**src/rtl/life_pkg.sv**
```systemverilog
// life_pkg: board geometry, board type and cell index mapping for the life engine
package life_pkg;
  localparam int GRID_W = 8;
  localparam int GRID_H = 8;
  localparam int CELLS = 64;
  typedef logic [CELLS-1:0] board_t;
  function automatic logic [5:0] cell_idx(input int r, input int c);
    return 6'(CELLS - 1 - (GRID_W * r + c));
  endfunction
endpackage

```
**src/rtl/life_cell.sv**
```systemverilog
// life_cell: counts eight neighbours and applies the B3/S23 rule to one cell
module life_cell (
  input  logic       alive,
  input  logic [7:0] nbrs,
  output logic       next
);
  logic [3:0] cnt;
  assign cnt = 4'($countones(nbrs));
  assign next = (cnt == 4'd3) | (alive & (cnt == 4'd2));
endmodule

```
**src/rtl/datapath.sv**
```systemverilog
// datapath: combinational 8x8 life generation plus registered population/stable status.
// Define TORUS_WRAP_EN to wrap rows and columns; otherwise off-board cells are dead.
module datapath
  import life_pkg::*;
(
  input  logic       clk,
  input  logic       reset,
  input  board_t     state,
  output board_t     next_state,
  output logic [6:0] population,
  output logic       stable
);
  // 10x10 halo around the board so every cell sees a uniform 3x3 window
  logic [GRID_H+1:0][GRID_W+1:0] pad;
  logic [6:0] pop;
  for (genvar r = 0; r < GRID_H + 2; r++) begin : g_pad_r
    for (genvar c = 0; c < GRID_W + 2; c++) begin : g_pad_c
`ifdef TORUS_WRAP_EN
      assign pad[r][c] = state[cell_idx((r + GRID_H - 1) % GRID_H, (c + GRID_W - 1) % GRID_W)];
`else
      if (r > 0 && r <= GRID_H && c > 0 && c <= GRID_W) begin : g_in
        assign pad[r][c] = state[cell_idx(r - 1, c - 1)];
      end else begin : g_out
        assign pad[r][c] = 1'b0;
      end
`endif
    end
  end
  for (genvar r = 0; r < GRID_H; r++) begin : g_row
    for (genvar c = 0; c < GRID_W; c++) begin : g_col
      life_cell u_cell (
        .alive(state[cell_idx(r, c)]),
        .nbrs ({pad[r][c], pad[r][c+1], pad[r][c+2], pad[r+1][c],
                pad[r+1][c+2], pad[r+2][c], pad[r+2][c+1], pad[r+2][c+2]}),
        .next (next_state[cell_idx(r, c)])
      );
    end
  end
  assign pop = 7'($countones(next_state));
  always_ff @(posedge clk) begin
    if (reset) begin
      population <= '0;
      stable <= 1'b0;
    end else begin
      population <= pop;
      stable <= (next_state == state);
    end
  end
endmodule

```
**config.mk**
```make
export PLATFORM = sky130hd
export DESIGN_NAME = datapath
export DESIGN_NICKNAME = d
export VERILOG_FILES = /design/src/rtl/life_pkg.sv /design/src/rtl/life_cell.sv /design/src/rtl/datapath.sv
export SDC_FILE = /design/constraint.sdc
export NUM_CORES = 1
export LEC_CHECK = 0
export CORE_MARGIN = 4
export CORE_UTILIZATION = 60
export CTS_BUF_LIST = sky130_fd_sc_hd__clkbuf_8
export DETAILED_ROUTE_END_ITERATION = 8
export GPL_TIMING_DRIVEN = 0
export MAX_ROUTING_LAYER = met4
export PLACE_DENSITY = 0.83
export SETUP_SLACK_MARGIN = 0.2
export SYNTH_ARGS = -nofsm -noshare
export SYNTH_HDL_FRONTEND = slang
export SYNTH_HIERARCHICAL = 1
export SYNTH_SLANG_ARGS = --single-unit
```
**constraint.sdc**
```tcl
create_clock -name clk -period 11.05 [get_ports clk]
set_input_delay 1.6575 -clock clk [delete_from_list [all_inputs] [get_ports clk]]
set_output_delay 1.6575 -clock clk [all_outputs]
set_load 0.02 [all_outputs]
```
==> results.md, run 1 <==
GRT:
- In the global route stage, overall resource usage came out at 0.2693.
- Entering global routing, the biggest net connects 12 pins.
- The initial antenna violation count is 0.
- The via count of the first global-routing pass is 12850.
- The total congestion overflow after global routing is 0.
- The wire length of the first global-routing pass is 60110 um.

Timing:
- The slew at the pin closest to its max-slew limit is 0.7478 ns.
- The number of max-slew violations in the final report is 0.
- Derived from the worst setup path, the maximum achievable clock frequency is 94.73 MHz.
- In the finished design, the share of the clock period the worst path needs comes to 0.9553.
- The relative slew slack is 0.5015.
- The time the worst path needs with I/O delays and setup is 10.56 ns.
- Setup repair after global routing left no endpoint under its margin.
- Setup violations remaining at the end of the flow were counted as 0.
- Hold timing on the final database bottoms out at a slack of 1.793 ns.
- The number of endpoints with negative hold slack in the final report is 0.

Final layout:
- After the last flow step, the layout net total stands at 2573.
- The share of post-route cells with drive strength above 1 is 0.03068.
- The top cell types in the final layout, fill and taps aside, are 790 x inv_1, 310 x fa_1, 207 x ha_1.
- The area added between synthesis and finish is 15.15%.
- Leaving out fill and tap cells, the most frequent cell in the layout is inv_1.

Drt:
- The routed via count divided by cell count is 5.111.
- After detailed routing, the average wire length per cell comes to 15.23 um.
- The total number of vias is 11820.
- The detailed router's first-iteration violation count is 607.
- The final routed DRC violation total is 0.
- The final layout contains routed wiring with a total length of 35220 um.
- The remaining antenna violation count after routing is 0.
- Before antenna repair, the detailed router went through 5 iterations.

Die:
- The I/O pin total is 138.
- The region available for standard cell placement spans 0.02453 mm2.
- Row generation in the floorplan step produced 57 rows.
- The x dimension of the die is 166.7 um.
- The height of the die is 166.7 um.
- The initial cell density of the core is 0.6162.
- The area enclosed by the die boundary is 0.02780 mm2.

Setup path:
- STA classifies the critical path endpoint as a flop.
- The category of the most critical setup path is in -> reg.
- The data required time at the worst endpoint is 11.17 ns.
- In this run the worst path has a maximum fanout of 8.
- The arrival time at the worst endpoint is 10.67 ns.
- STA classifies the critical path startpoint as an input pin.

Placed design:
- The count of buffers from port buffering is 136.
- The congestion estimate from routability-driven global placement came to 0.9634.
- The wire-length estimate of the detail-placed layout is 30400 um.

Yosys:
- The area share of the leading cell type in the synthesized netlist is 0.4105.
- Ranked by total cell area, the synthesized netlist is headed by fa_1 41%, inv_1 20%, ha_1 17%, a211oi_2 3.4%, o211a_1 2.7%.
- The cell area after technology mapping is 0.01512 mm2.
- The biggest area contributor in the post-synthesis netlist is fa_1.
- The count of cell types in the netlist is 38.
- The share of the Yosys chip area taken by registers is 0.01059.
- After synthesis, the share of flip-flops with an asynchronous set or reset is 0.
- A synthesized cell averages 8.599 um2.
- For this run, the number of Yosys warnings is 6.
- Among all flip-flop cells after synthesis, the most frequent one is dfxtp_1.
- The total of flip-flops plus latches after synthesis is 8.
- The number of enable flip-flop cells after synthesis is 0.
- The synthesized instance count is 1758.

Clock tree:
- After clock tree synthesis, the setup repair step added 0 buffers.
- TritonCTS built the clock tree.
- The root buffer selected by CTS is clkbuf_8.
- The largest buffer count on any clock path is 2.
- The clock-pin slew of the registers on the worst-case setup and hold paths is 0.05 ns.
- The CTS buffer count is 3.
- The number of clock sinks seen by CTS is 8.
- The maximum level of the CTS H-tree is 1.

Job:
- The tool flagged a number of max-cap violations equal to 0.

Worst hold path:
- The class of the tightest hold or removal check is in -> reg.

Outcome:
- The run finished with clean final reports.
[logic make-up after synthesis]
group                    share of synthesized area
XOR/XNOR                                   0.03013
AO/OA/AOI/OAI                               0.1104
other                                    0.0002481
adder cells (fa/ha/maj)                     0.5819
flip-flops                                 0.01059
AND/OR/NAND/NOR                            0.06828
buffers and inverters                       0.1985
[Yosys cell counts (all sizes together), types with 6 or more instances]
cell type  count
ha           207
or2           64
dfxtp          8
nand3         24
nor4           6
o21ai         66
xnor2         38
xor2          14
fa           310
a21oi         49
nand3b        41
inv          797
nand4         10
o211a         41
nor2           6
a211oi        41
[state kept, by name (all words and copies together) (netlist names)]
register / cells
population: 7
stable: 1
[worst paths after layout]
kind                     start       endpoint  slack, ns  depth (start not counted)
worst min-delay path     reset  population[4]       1.79                          2
worst max-delay path  state[2]  population[6]       0.49                         27
[layout make-up]
class                           count  area, um2
Multi-Input combinational cell   1042      12360
Fill cell                        1857       7126
Buffer                              1      5.005
Tap cell                          324      405.4
Timing Repair Buffer              136       1436
Clock buffer                        3      41.29
Inverter                          798       2995
Sequential cell                     8      160.2
Antenna cell                        1      2.502
[worst max-delay path, cell delays in order]
cell and delay, ns:
clkdlybuf4s50_1 0.71, inv_1 0.12, fa_1 0.56, fa_1 0.43
fa_1 0.49, inv_1 0.04, ha_1 0.20, fa_1 0.43
or2_1 0.29, a211oi_4 0.36, fa_1 0.50, fa_1 0.49
inv_1 0.05, fa_1 0.45, fa_1 0.49, fa_1 0.53
fa_1 0.54, fa_1 0.43, fa_1 0.49, inv_1 0.05
ha_1 0.21, fa_1 0.42, a21o_1 0.18, a21o_1 0.19
a21oi_1 0.14, nor2_1 0.05, o21a_1 0.18
[metrics by stage]
| step | util | area (um2) | worst slack (ns) | cells | setup TNS, ns |
|---|---|---|---|---|---|
| global placement | 0.7021 | 17230 | 0.1198 | 2309 | 0 |
| global route | 0.7095 | 17410 | 0.2038 | 2312 | 0 |
| detailed placement | 0.7021 | 17230 | -0.1016 | 2309 | -0.1016 |
| CTS | 0.7041 | 17270 | 0.2573 | 2312 | 0 |
| floorplan | - | 15460 | 1.183 | 1849 | 0 |
| finish | 0.7096 | 17410 | 0.4937 | 2313 | 0 |
[metal layers]
layer	part of all wire	global-route usage	up-vias
li1	-	-	5479
met1	0.39	0.3226	5890
met2	0.50	0.4658	343
met3	0.065	0.04100	110
met4	0.042	0.09463	0
met5	0	-	-
[repair_timing]
item | CTS | global route
hold buffers | 0 | 0
setup endpoints to repair | 1 | 4
gates resized for setup | 2 | 39
gates cloned | 0 | 0
Power of run 1 is not shown: default switching activity piles up to over one toggle a cycle in this logic, so the estimate is an artifact.
==> inputs of run 2 (changes only) <==
GPL_TIMING_DRIVEN = 1   (was 0)
REMOVE_ABC_BUFFERS = 1   (was default)
==> results.md, run 2 (same netlist as run 1, synthesis figures left out) <==
Clock tree:
- The largest buffer count on any clock path is 2 (unchanged).
- The number of hold buffers added after CTS came to 0 (unchanged).
- The root buffer selected by CTS is clkbuf_8.
- The number of clock sinks seen by CTS is 8 (unchanged).
- The number of gates resized after cts came to 0 (-2).
- TritonCTS built the clock tree.
- The maximum level of the CTS H-tree is 1 (unchanged).
- The CTS buffer count is 3 (unchanged).
- The post-CTS repair timing setup buffer count is 0 (unchanged).
- The clock-pin slew of the registers on the worst-case setup and hold paths came to 0.05 ns (about the same).

Die:
- The height of the die is 166.7 um (unchanged).
- The I/O pin total was 138 (unchanged).
- The floorplan core area was 0.02453 mm2 (unchanged).
- The row count is 57 (unchanged).
- The initial cell density of the core came to 0.6162 (unchanged).
- The x dimension of the die is 166.7 um (unchanged).
- The area enclosed by the die boundary is 0.02780 mm2 (unchanged).

Timing:
- The relative slew slack is 0.5097 (+0.008182).
- The time the worst path needs with I/O delays and setup is 10.51 ns (-0.04462 ns).
- The timing-limited maximum frequency is 95.13 MHz (+0.42%).
- The number of max-slew violations in the final report is 0 (unchanged).
- Setup repair after global routing left no endpoint under its margin.
- The total negative slack for setup checks came to 0 ns (unchanged).
- The final critical-path share of the clock period is 0.9513 (-0.004038).
- The slew at the pin closest to its max-slew limit was 0.7342 ns (-0.01362 ns).
- The number of setup violations in the final report came to 0 (unchanged).
- The number of endpoints with negative hold slack in the final report came to 0 (unchanged).

Setup path:
- On the critical path, the stage with the largest delay is an instance of clkdlybuf4s50_1.
- Among the stages of the critical path, the cell type that occurs most often is fa_1.
- The largest incremental delay on the critical path is 0.66 ns (-0.05 ns).
- The endpoint type of the worst setup path is a flop.
- The top cell family by delay on the critical path is adder cells.
- The sum of buffers and inverters on the critical path came to 5 (unchanged).
- The arrival time at the worst endpoint is 10.63 ns (-0.04 ns).
- The critical-path maximum fanout was 7 (-1).
- STA classifies the critical path startpoint as an input pin.
- The category of the most critical setup path is in -> reg.
- The data required time at the worst endpoint is 11.17 ns (about the same).

Drt:
- The total number of vias is 12120 (+2.5%).
- The detailed router's first-iteration violation count is 743 (+22%).
- The routed via count divided by cell count is 5.114 (about the same).
- The number of optimization iterations in the first detailed-route pass is 5 (unchanged).
- The final routed DRC violation total is 0 (unchanged).
- The remaining antenna violation count after routing came to 0 (unchanged).
- The total wire length after detailed routing came to 37440 um (+6.3%).
- The average wire per standard cell is 15.80 um (+3.8%).

Final layout:
- In the layout the commonest cells are 790 x inv_1, 310 x fa_1, 207 x ha_1.
- The number of flip-flops in the largest register is 7 (unchanged).
- The share of post-route cells with drive strength above 1 was 0.05523 (+0.02455).
- The largest registers in the layout are population (7), stable (1).
- The register ranked first by flip-flop count is population.
- The diode insertion count for antenna repair is 0 (-1).
- Leaving out fill and tap cells, the most frequent cell in the layout is inv_1.
- The number of fill cells is 1871 (+0.75%).
- The area added between synthesis and finish is 17.13%.
- The number of nets in the finished design is 2631 (+2.3%).

GRT:
- The total congestion overflow after global routing is 0 (unchanged).
- The initial antenna violation count is 0 (unchanged).
- The maximum number of pins on one net before global-route repair is 11 (-1).
- The via count of the first global-routing pass was 13410 (+4.4%).
- The wire length of the first global-routing pass is 62910 um (+4.7%).
- The aggregate global-route resource usage is 0.2829 (+0.01358).

Worst hold path:
- The class of the tightest hold or removal check is in -> reg.

Placed design:
- The count of buffers from port buffering is 137 (+0.74%).
- The global placement routability congestion is 1.028 (+6.7%).
- The placed wire-length estimate after detailed placement is 32970 um (+8.4%).

Job:
- The max-cap violation count came to 0 (unchanged).

Outcome:
- The run finished with clean final reports.
-- run 2: cell count changes in the layout (fill, tap and decap cells not counted), sizes merged --
cell,change
buf,+57
clkdlybuf4s50,+31
dlymetal6s2s,-30
diode,-1
-- run 2: layer usage --
metal  GRT usage  part of all wire  vias up
met2      0.5013              0.51      357
li1            -                 -     5605
met5           -                 0        -
met4     0.08502             0.036        0
met3     0.03389             0.063       88
met1      0.3404              0.39     6071
-- run 2: layout make-up --
cell class / instances / area (um2) / area share
Multi-Input combinational cell: 1042 / 12300 / 0.6945
Inverter: 798 / 2995 / 0.1692
Timing Repair Buffer: 195 / 1807 / 0.1020
Tap cell: 324 / 405.4 / 0.02289
Sequential cell: 8 / 160.2 / 0.009045
Clock buffer: 3 / 41.29 / 0.002332
-- run 2: stage by stage --
stage	instance area, um2	instances	utilization	setup slack, ns	hold slack (ns)
floorplan	15450	1848	-	1.183	1.729
global placement	17670	2367	0.7201	0.4934	2.459
detailed placement	17670	2367	0.7201	0.3342	2.460
CTS	17710	2370	0.7217	0.5609	2.314
global route	17710	2370	0.7217	0.2338	2.349
finish	17710	2370	0.7217	0.5383	2.327
-- run 2: worst paths after layout --
check | cells past startpoint | to | from
max | 27 | population[6] | state[24]
min | 2 | population[3] | reset
Power of run 2 is left out for the same reason.
